===== config.mk =====
export PLATFORM = sky130hd
export DESIGN_NAME = prog_counter
export DESIGN_NICKNAME = d
export VERILOG_FILES = /design/src/rtl/prog_counter_pkg.sv /design/src/rtl/prog_counter_prescaler.sv /design/src/rtl/prog_counter.sv
export SDC_FILE = /design/constraint.sdc
export NUM_CORES = 1
export LEC_CHECK = 0
export CAP_MARGIN = 10
export CELL_PAD_IN_SITES_DETAIL_PLACEMENT = 0
export CELL_PAD_IN_SITES_GLOBAL_PLACEMENT = 1
export CORE_MARGIN = 5
export CORE_UTILIZATION = 29
export CTS_BUF_LIST = sky130_fd_sc_hd__clkbuf_8
export DETAILED_ROUTE_END_ITERATION = 10
export GPL_ROUTABILITY_DRIVEN = 0
export PLACE_DENSITY = 0.66
export REMOVE_ABC_BUFFERS = 1
export SYNTH_ARGS = -nofsm -noshare
export SYNTH_HDL_FRONTEND = slang
export SYNTH_SLANG_ARGS = --single-unit

===== constraint.sdc =====
create_clock -name clk -period 2 [get_ports clk]
set_input_delay 0.4 -clock clk [delete_from_list [all_inputs] [get_ports clk]]
set_output_delay 0.4 -clock clk [all_outputs]
set_load 0.05 [all_outputs]

===== src/rtl/prog_counter_pkg.sv =====
// Shared types and constants for the programmable counter slice.
package prog_counter_pkg;

   typedef enum logic [1:0] {
      IDLE = 2'b00,
      RUN  = 2'b01,
      HALT = 2'b10
   } state_t;

   localparam logic DIR_UP   = 1'b1;
   localparam logic DIR_DOWN = 1'b0;

endpackage


===== src/rtl/prog_counter_prescaler.sv =====
// Step-strobe generator: one strobe per (prescale+1) enabled RUN cycles.
module prog_counter_prescaler #(
   parameter int unsigned PRESCALE_W = 4
) (
   input  logic                  clk,
   input  logic                  reset,
   input  logic                  restart,
   input  logic                  active,
   input  logic [PRESCALE_W-1:0] prescale,
   output logic                  step
);

   logic [PRESCALE_W-1:0] cnt;

   assign step = active && (cnt >= prescale);

   always_ff @(posedge clk or posedge reset) begin
      if (reset) begin
         cnt <= '0;
      end else if (restart) begin
         cnt <= '0;
      end else if (active) begin
         if (cnt >= prescale) cnt <= '0;
         else                 cnt <= cnt + PRESCALE_W'(1);
      end
   end

endmodule


===== src/rtl/prog_counter.sv =====
// Programmable up/down modulo counter with load, one-shot and terminal-count pulse.
// Optional prescaler enabled by defining PROG_COUNTER_PRESCALE_EN.
module prog_counter
   import prog_counter_pkg::*;
#(
   parameter int unsigned      WIDTH     = 8,
   parameter logic [WIDTH-1:0] RESET_VAL = '0
`ifdef PROG_COUNTER_PRESCALE_EN
   ,parameter int unsigned     PRESCALE_W = 4
`endif
) (
   input  logic             clk,
   input  logic             reset,
   input  logic             clear,
   input  logic             start,
   input  logic             enable,
   input  logic             dir,
   input  logic [WIDTH-1:0] limit,
   input  logic             oneshot,
   input  logic             load,
   input  logic [WIDTH-1:0] load_val,
`ifdef PROG_COUNTER_PRESCALE_EN
   input  logic [PRESCALE_W-1:0] prescale,
`endif
   output logic [WIDTH-1:0] out,
   output logic             tc,
   output logic             running
);

   localparam logic [WIDTH-1:0] ONE = WIDTH'(1);

   state_t           state, state_n;
   logic [WIDTH-1:0] out_n, start_val, clamped;
   logic             tc_n, at_term, step;

`ifdef PROG_COUNTER_PRESCALE_EN
   prog_counter_prescaler #(.PRESCALE_W(PRESCALE_W)) u_prescaler (
      .clk      (clk),
      .reset    (reset),
      .restart  (clear | load | start),
      .active   ((state == RUN) && enable),
      .prescale (prescale),
      .step     (step)
   );
`else
   assign step = enable;
`endif

   assign running = (state == RUN);

   always_comb begin
      state_n   = state;
      out_n     = out;
      tc_n      = 1'b0;
      start_val = (dir == DIR_UP) ? '0 : limit;
      // Up-count treats out>=limit as terminal so a lowered limit still wraps.
      at_term   = (dir == DIR_UP) ? (out >= limit) : (out == '0);
      clamped   = (load_val > limit) ? limit : load_val;

      if (clear) begin
         state_n = IDLE;
         out_n   = RESET_VAL;
      end else if (load) begin
         out_n = clamped;
      end else if (start) begin
         state_n = RUN;
         out_n   = start_val;
      end else if ((state == RUN) && step) begin
         if (at_term) begin
            tc_n = 1'b1;
            if (oneshot) state_n = HALT;
            else         out_n   = start_val;
         end else if (dir == DIR_UP) begin
            out_n = out + ONE;
         end else begin
            out_n = out - ONE;
         end
      end
   end

   always_ff @(posedge clk or posedge reset) begin
      if (reset) begin
         state <= IDLE;
         out   <= RESET_VAL;
         tc    <= 1'b0;
      end else begin
         state <= state_n;
         out   <= out_n;
         tc    <= tc_n;
      end
   end

endmodule


# --- Word-level counts from Yosys, hierarchy flattened ---
# Index checks and enable logic that the tools add are counted.
# W data, S select, Z words.
totals:
  elab_cells: 39
  input_bits: 24
  ff_bits: 11
  output_inout_bits: 10
classes:
  reduce_logical: 8
  addsub: 2
  n_eq_ne: 3
  mux: 21
  order_cmp: 2
op_table:
  columns: ["op", "n"]
  rows:
  - ["$mux W8", 9]
  - ["$mux W2", 6]
  - ["$reduce_bool A3 Y1", 3]
  - ["$add A8 B1 Y8 const B", 1]
  - ["$ge A8 B8 Y1", 1]
  - ["$gt A8 B8 Y1", 1]
  - ["$logic_not A8 Y1", 1]
  - ["$sub A8 B1 Y8 const B", 1]
  - ["$mux W1", 6]
  - ["$ne A5 B5 Y1 const B", 1]
  - ["$reduce_and A4 Y1", 1]
  - ["$reduce_bool A4 Y1", 1]
  - ["$eq A2 B1 Y1 const B", 1]
  - ["$ne A2 B2 Y1 const B", 1]
  - ["$reduce_and A2 Y1", 1]
  - ["$logic_and A1 B1 Y1", 1]

# --- Longest topological paths before layout ---
depth:
  ltp_word: 7
  ltp_mapped: 9
  depth_no_buf: 8

# --- Least setup slack after synthesis ---
# No wires, ideal clock.
synth_path:
  path_kind: "reg2reg"
  from: "register out[0]"
  to: "register out[1]"
  setup_time_ns: 0.103
  arrival_time_ns: 2.359
  n_path_buf: 1
  path_slack_ns: -0.463
  path_stages_with_launch: 10
  synth_period_minus_slack_ns: 2.463
  t_required_ns: 1.897
  path_cell_list: "dfrtp_1 -> inv_1 -> ha_1 -> nand2b_1 -> a21oi_1 -> o21bai_4 -> a31o_4 -> and2_4 -> buf_6 -> o41ai_2"
synth_between:
  elab_chain_len: 7
  word_cells_on_any_way: 13
  cone_classes: "add/sub: 2; order compare: 1; eq/ne: 1; mux: 7; reduce/logical: 2"
synth_rtl:
  columns: ["item", "line_no", "text"]
  rows:
  - ["start, declared", "prog_counter.sv:25", "output logic [WIDTH-1:0] out,"]
  - ["start signal, assigned", "prog_counter.sv:88", "out <= out_n;"]
  - ["$sub A8 B1 Y8, or another cell as far along", "prog_counter.sv:76", "out_n = out - ONE;"]
  - ["$mux W8 or $mux W1 (tied branches)", "prog_counter.sv:73, prog_counter.sv:57", null]
  - ["$mux W8", "prog_counter.sv:69", "if (at_term) begin"]
  - ["$mux W8", "prog_counter.sv:68", "end else if ((state == RUN) && step) begin"]
  - ["$mux W8", "prog_counter.sv:65", "end else if (start) begin"]
  - ["$mux W8", "prog_counter.sv:63", "end else if (load) begin"]
  - ["$mux W8", "prog_counter.sv:60", "if (clear) begin"]
# Parallel ways exist; a longest one is shown, timed or not. The select of a mux whose other input is x is not followed.
# A chain may end at the register's enable or synchronous reset.

# --- Worst setup path after layout ---
layout_path:
  from: "register out[4]"
  to: "register out[0]"
layout_between:
  elab_chain_len: 7
  word_cells_on_any_way: 10
  cone_classes: "order compare: 1; eq/ne: 1; mux: 6; reduce/logical: 2"
layout_rtl:
  columns: ["item", "line_no", "text"]
  rows:
  - ["$ge A8 B8 Y1 or $logic_not A8 Y1 (tied branches)", "prog_counter.sv:57", "at_term = (dir == DIR_UP) ? (out >= limit) : (out == '0);"]
  - ["$mux W1 (*)", "prog_counter.sv:57", null]
  - ["$mux W8", "prog_counter.sv:69", null]
  - ["$mux W8", "prog_counter.sv:68", null]
  - ["$mux W8", "prog_counter.sv:65", null]
  - ["$mux W8", "prog_counter.sv:63", null]
  - ["$mux W8", "prog_counter.sv:60", null]
# Every way passes the cells marked *; elsewhere a longest branch is shown, timed or not. The select of a mux whose other input is x is not followed.

==> results.py <==
metrics = {
    "run_status": {
        "violations": "setup timing",
        "status": "finished, violations left",
    },
    "timing": {
        "rsz0062_at_grt": "true",
        "fin_ws_ps": -160,
        "setup_viol": 8,
        "worstMarginPinSlew_ps": 507,
        "finalCritPeriodShare_pct": 108,
        "final_max_slew_viol_count": 0,
        "relSlewSlack_pct": 65.7,
        "hold_violations": 0,
        "skew_ps": 1.14,
        "fin_crit_ps": 2160,
        "whs_ps": 501,
        "clock.fmax_mhz": 463,
    },
    "power_and_ir_drop": {
        "ir_worst_vdd_mv": 0.419,
        "power.density_nw_per_um2": 564,
        "finalPower_mw": 1.50,
        "p_leak_nw": 1.19,
    },
    "synthesis": {
        "avgSynthCellArea_um2": 8.74,
        "seq_area_frac_synth_pct": 19.0,
        "async_flop_share_pct": 100,
        "synth-simple-area-share_pct": 12.8,
        "synthXorXnorAreaFrac_pct": 3.02,
        "synth_top_family_by_area": "compound AO/OA/AOI/OAI gates",
        "yosysMostFrequentCell": "ha_1",
        "synth_mux_area_share_pct": 0,
        "synth-edff-count": 0,
        "synth_common_cells": "22 x ha_1, 18 x inv_1, 13 x o21ai_0",
        "yosysTopAreaCellShare_pct": 19.0,
        "ys_warn_count": 0,
        "yosysTopAreaCell": "dfrtp_1",
        "synth-compound-area-share_pct": 37.8,
        "ys_types": 42,
        "ys.flop_type": "dfrtp_1",
        "syn_area_um2": 1450,
        "yosys.area_share.adder_pct": 20.3,
        "syn_inst": 166,
        "ys_ff_latch": 11,
        "synthTopCellsByArea": "dfrtp_1 19%, ha_1 19%, inv_1 4.7%",
    },
    "route": {
        "detail-route-antenna-nets": 0,
        "vias": 1736,
        "drt_pass1_iterations": 4,
        "viasPerCell": 5.37,
        "drt-total-wl_um": 5940,
        "post-route-drc-count": 0,
        "wl_per_cell_um": 18.4,
        "drt_iter0_drc": 81,
    },
    "global_route": {
        "grt_max_degree": 15,
        "grt_pass1_vias": 1877,
        "antenna_found_initial": 0,
        "grt_overflow": 0,
        "grt_usage_pct": 18.2,
        "grt_pass1_wl_um": 9170,
    },
    "cts": {
        "clock_sinks": 11,
        "cts_made_buffers": 3,
        "cts_tree": "built",
        "cts_buffer_depth": 2,
        "htreeDepth": 1,
        "cts_hold_buffers": 0,
        "root_buffer": "clkbuf_8",
        "clkTransAtPathRegs_ps": 60,
        "insertion_delay_ps": 240,
    },
    "placed_design": {
        "port_buffers": 33,
        "dp_slack_ps": -883,
        "dp_hpwl_um": 4220,
    },
    "worst_setup_path": {
        "path_class": "register to register",
        "worstSetupStartpointType": "register",
        "worstPathRequired_ps": 2130,
        "cp.arrival_ps": 2290,
        "path_max_fanout": 8,
        "endpoint_kind": "register",
    },
    "floorplan": {
        "die_x_um": 80.7,
        "ios": 34,
        "die_h_um": 80.7,
        "die_area_um2": 6520,
        "core-area_um2": 4790,
        "start_util_pct": 30.3,
        "row_count": 25,
    },
    "min_path": {
        "min_path_type": "primary input to async pin",
    },
    "final_layout": {
        "num-fill-cells": 417,
        "drive_gt1_share_pct": 55.1,
        "area_growth_pct": 83.1,
        "diodes": 0,
        "fin_nets": 304,
    },
    "run": {
        "maxCapViolations": 0,
    },
}
[repair_timing]
item / CTS / global route
endpoints found under the setup margin: 11 / 8
pin swaps: 32 / 12
gates resized for setup: 97 / 20
buffers inserted: 8 / 7
cloned: 0 / 1
endpoints found under the hold margin: 0 / 0
[stage by stage]
step	instance area [um^2]	setup TNS, ps	cells	utilization [%]
detailed placement	2130	-7350	303	44.5
global placement	2130	-6930	303	44.5
global route	2660	-1590	323	55.5
CTS	2450	-551	315	51.3
finish	2660	-1040	323	55.5
floorplan	1420	-2740	160	-
[worst max-delay path, cell delays in order, from the launching register on]
cell	delay, ps
dfrtp_2	470
ha_4	290
o21ai_2	50
a21o_1	200
a32oi_2	270
o21ai_4	170
a221o_1	340
a32o_1	250
[where the power goes]
part / internal [mW] / switching [mW] / total [mW]
Combinational: 0.490 / 0.490 / 0.980
Clock: 0.136 / 0.0992 / 0.235
Sequential: 0.247 / 0.0361 / 0.283
Total: 0.872 / 0.626 / 1.50
[cells in the final DEF, fill, tap and decap left out, types with 7 or more instances in the layout]
cell and instances:
ha_4 13, ha_1 8, buf_2 7, nand3_1 7, inv_1 10, clkdlybuf4s50_1 7, buf_4 61, o21ai_0 8
dfrtp_1 7, dlygate4sd2_1 7
[final timing paths]
path / start / end / slack, ps / cells past startpoint
min in group clk: state[1] / state[1] / 550 / 1
worst min-delay path: reset / out[7] / 500 / 2
max in group asynchronous: reset / out[4] / 1120 / 2
worst min register to register: state[1] / state[1] / 550 / 1
worst max-delay path: out[4] / out[0] / -160 / 7
worst max register to register: out[4] / out[0] / -160 / 7
[final cells by class]
cell class	instances	area, um^2	area share, %
Clock buffer	3	41.3	1.55
Inverter	18	75.1	2.82
Sequential cell	11	280	10.5
Multi-Input combinational cell	131	1440	54.1
Timing Repair Buffer	92	734	27.6
Clock inverter	1	3.75	0.141
Tap cell	67	83.8	3.15
[cells by family (layout without fill, tap and decap cells)]
| family | Yosys count | after routing |
|---|---|---|
| fa+ha+maj | 23 | 23 |
| flops | 11 | 11 |
| buf+inv | 24 | 114 |
| xor+xnor | 5 | 5 |
| simple gates | 36 | 36 |
| compound gates | 67 | 67 |
[routing by layer]
| metal | wire [um] | up-vias | global-route usage [%] |
|---|---|---|---|
| met5 | 0 | - | 0 |
| met4 | 122 | 0 | 5.91 |
| met3 | 209 | 10 | 2.88 |
| met2 | 3250 | 42 | 34.3 |
| met1 | 2360 | 850 | 20.8 |
| li1 | - | 834 | - |
[sequential cells by signal (all words and copies together) (netlist names)]
register and flops:
tc 1, state 2, out 8
Note: power is estimated with default switching activity, not from simulation.
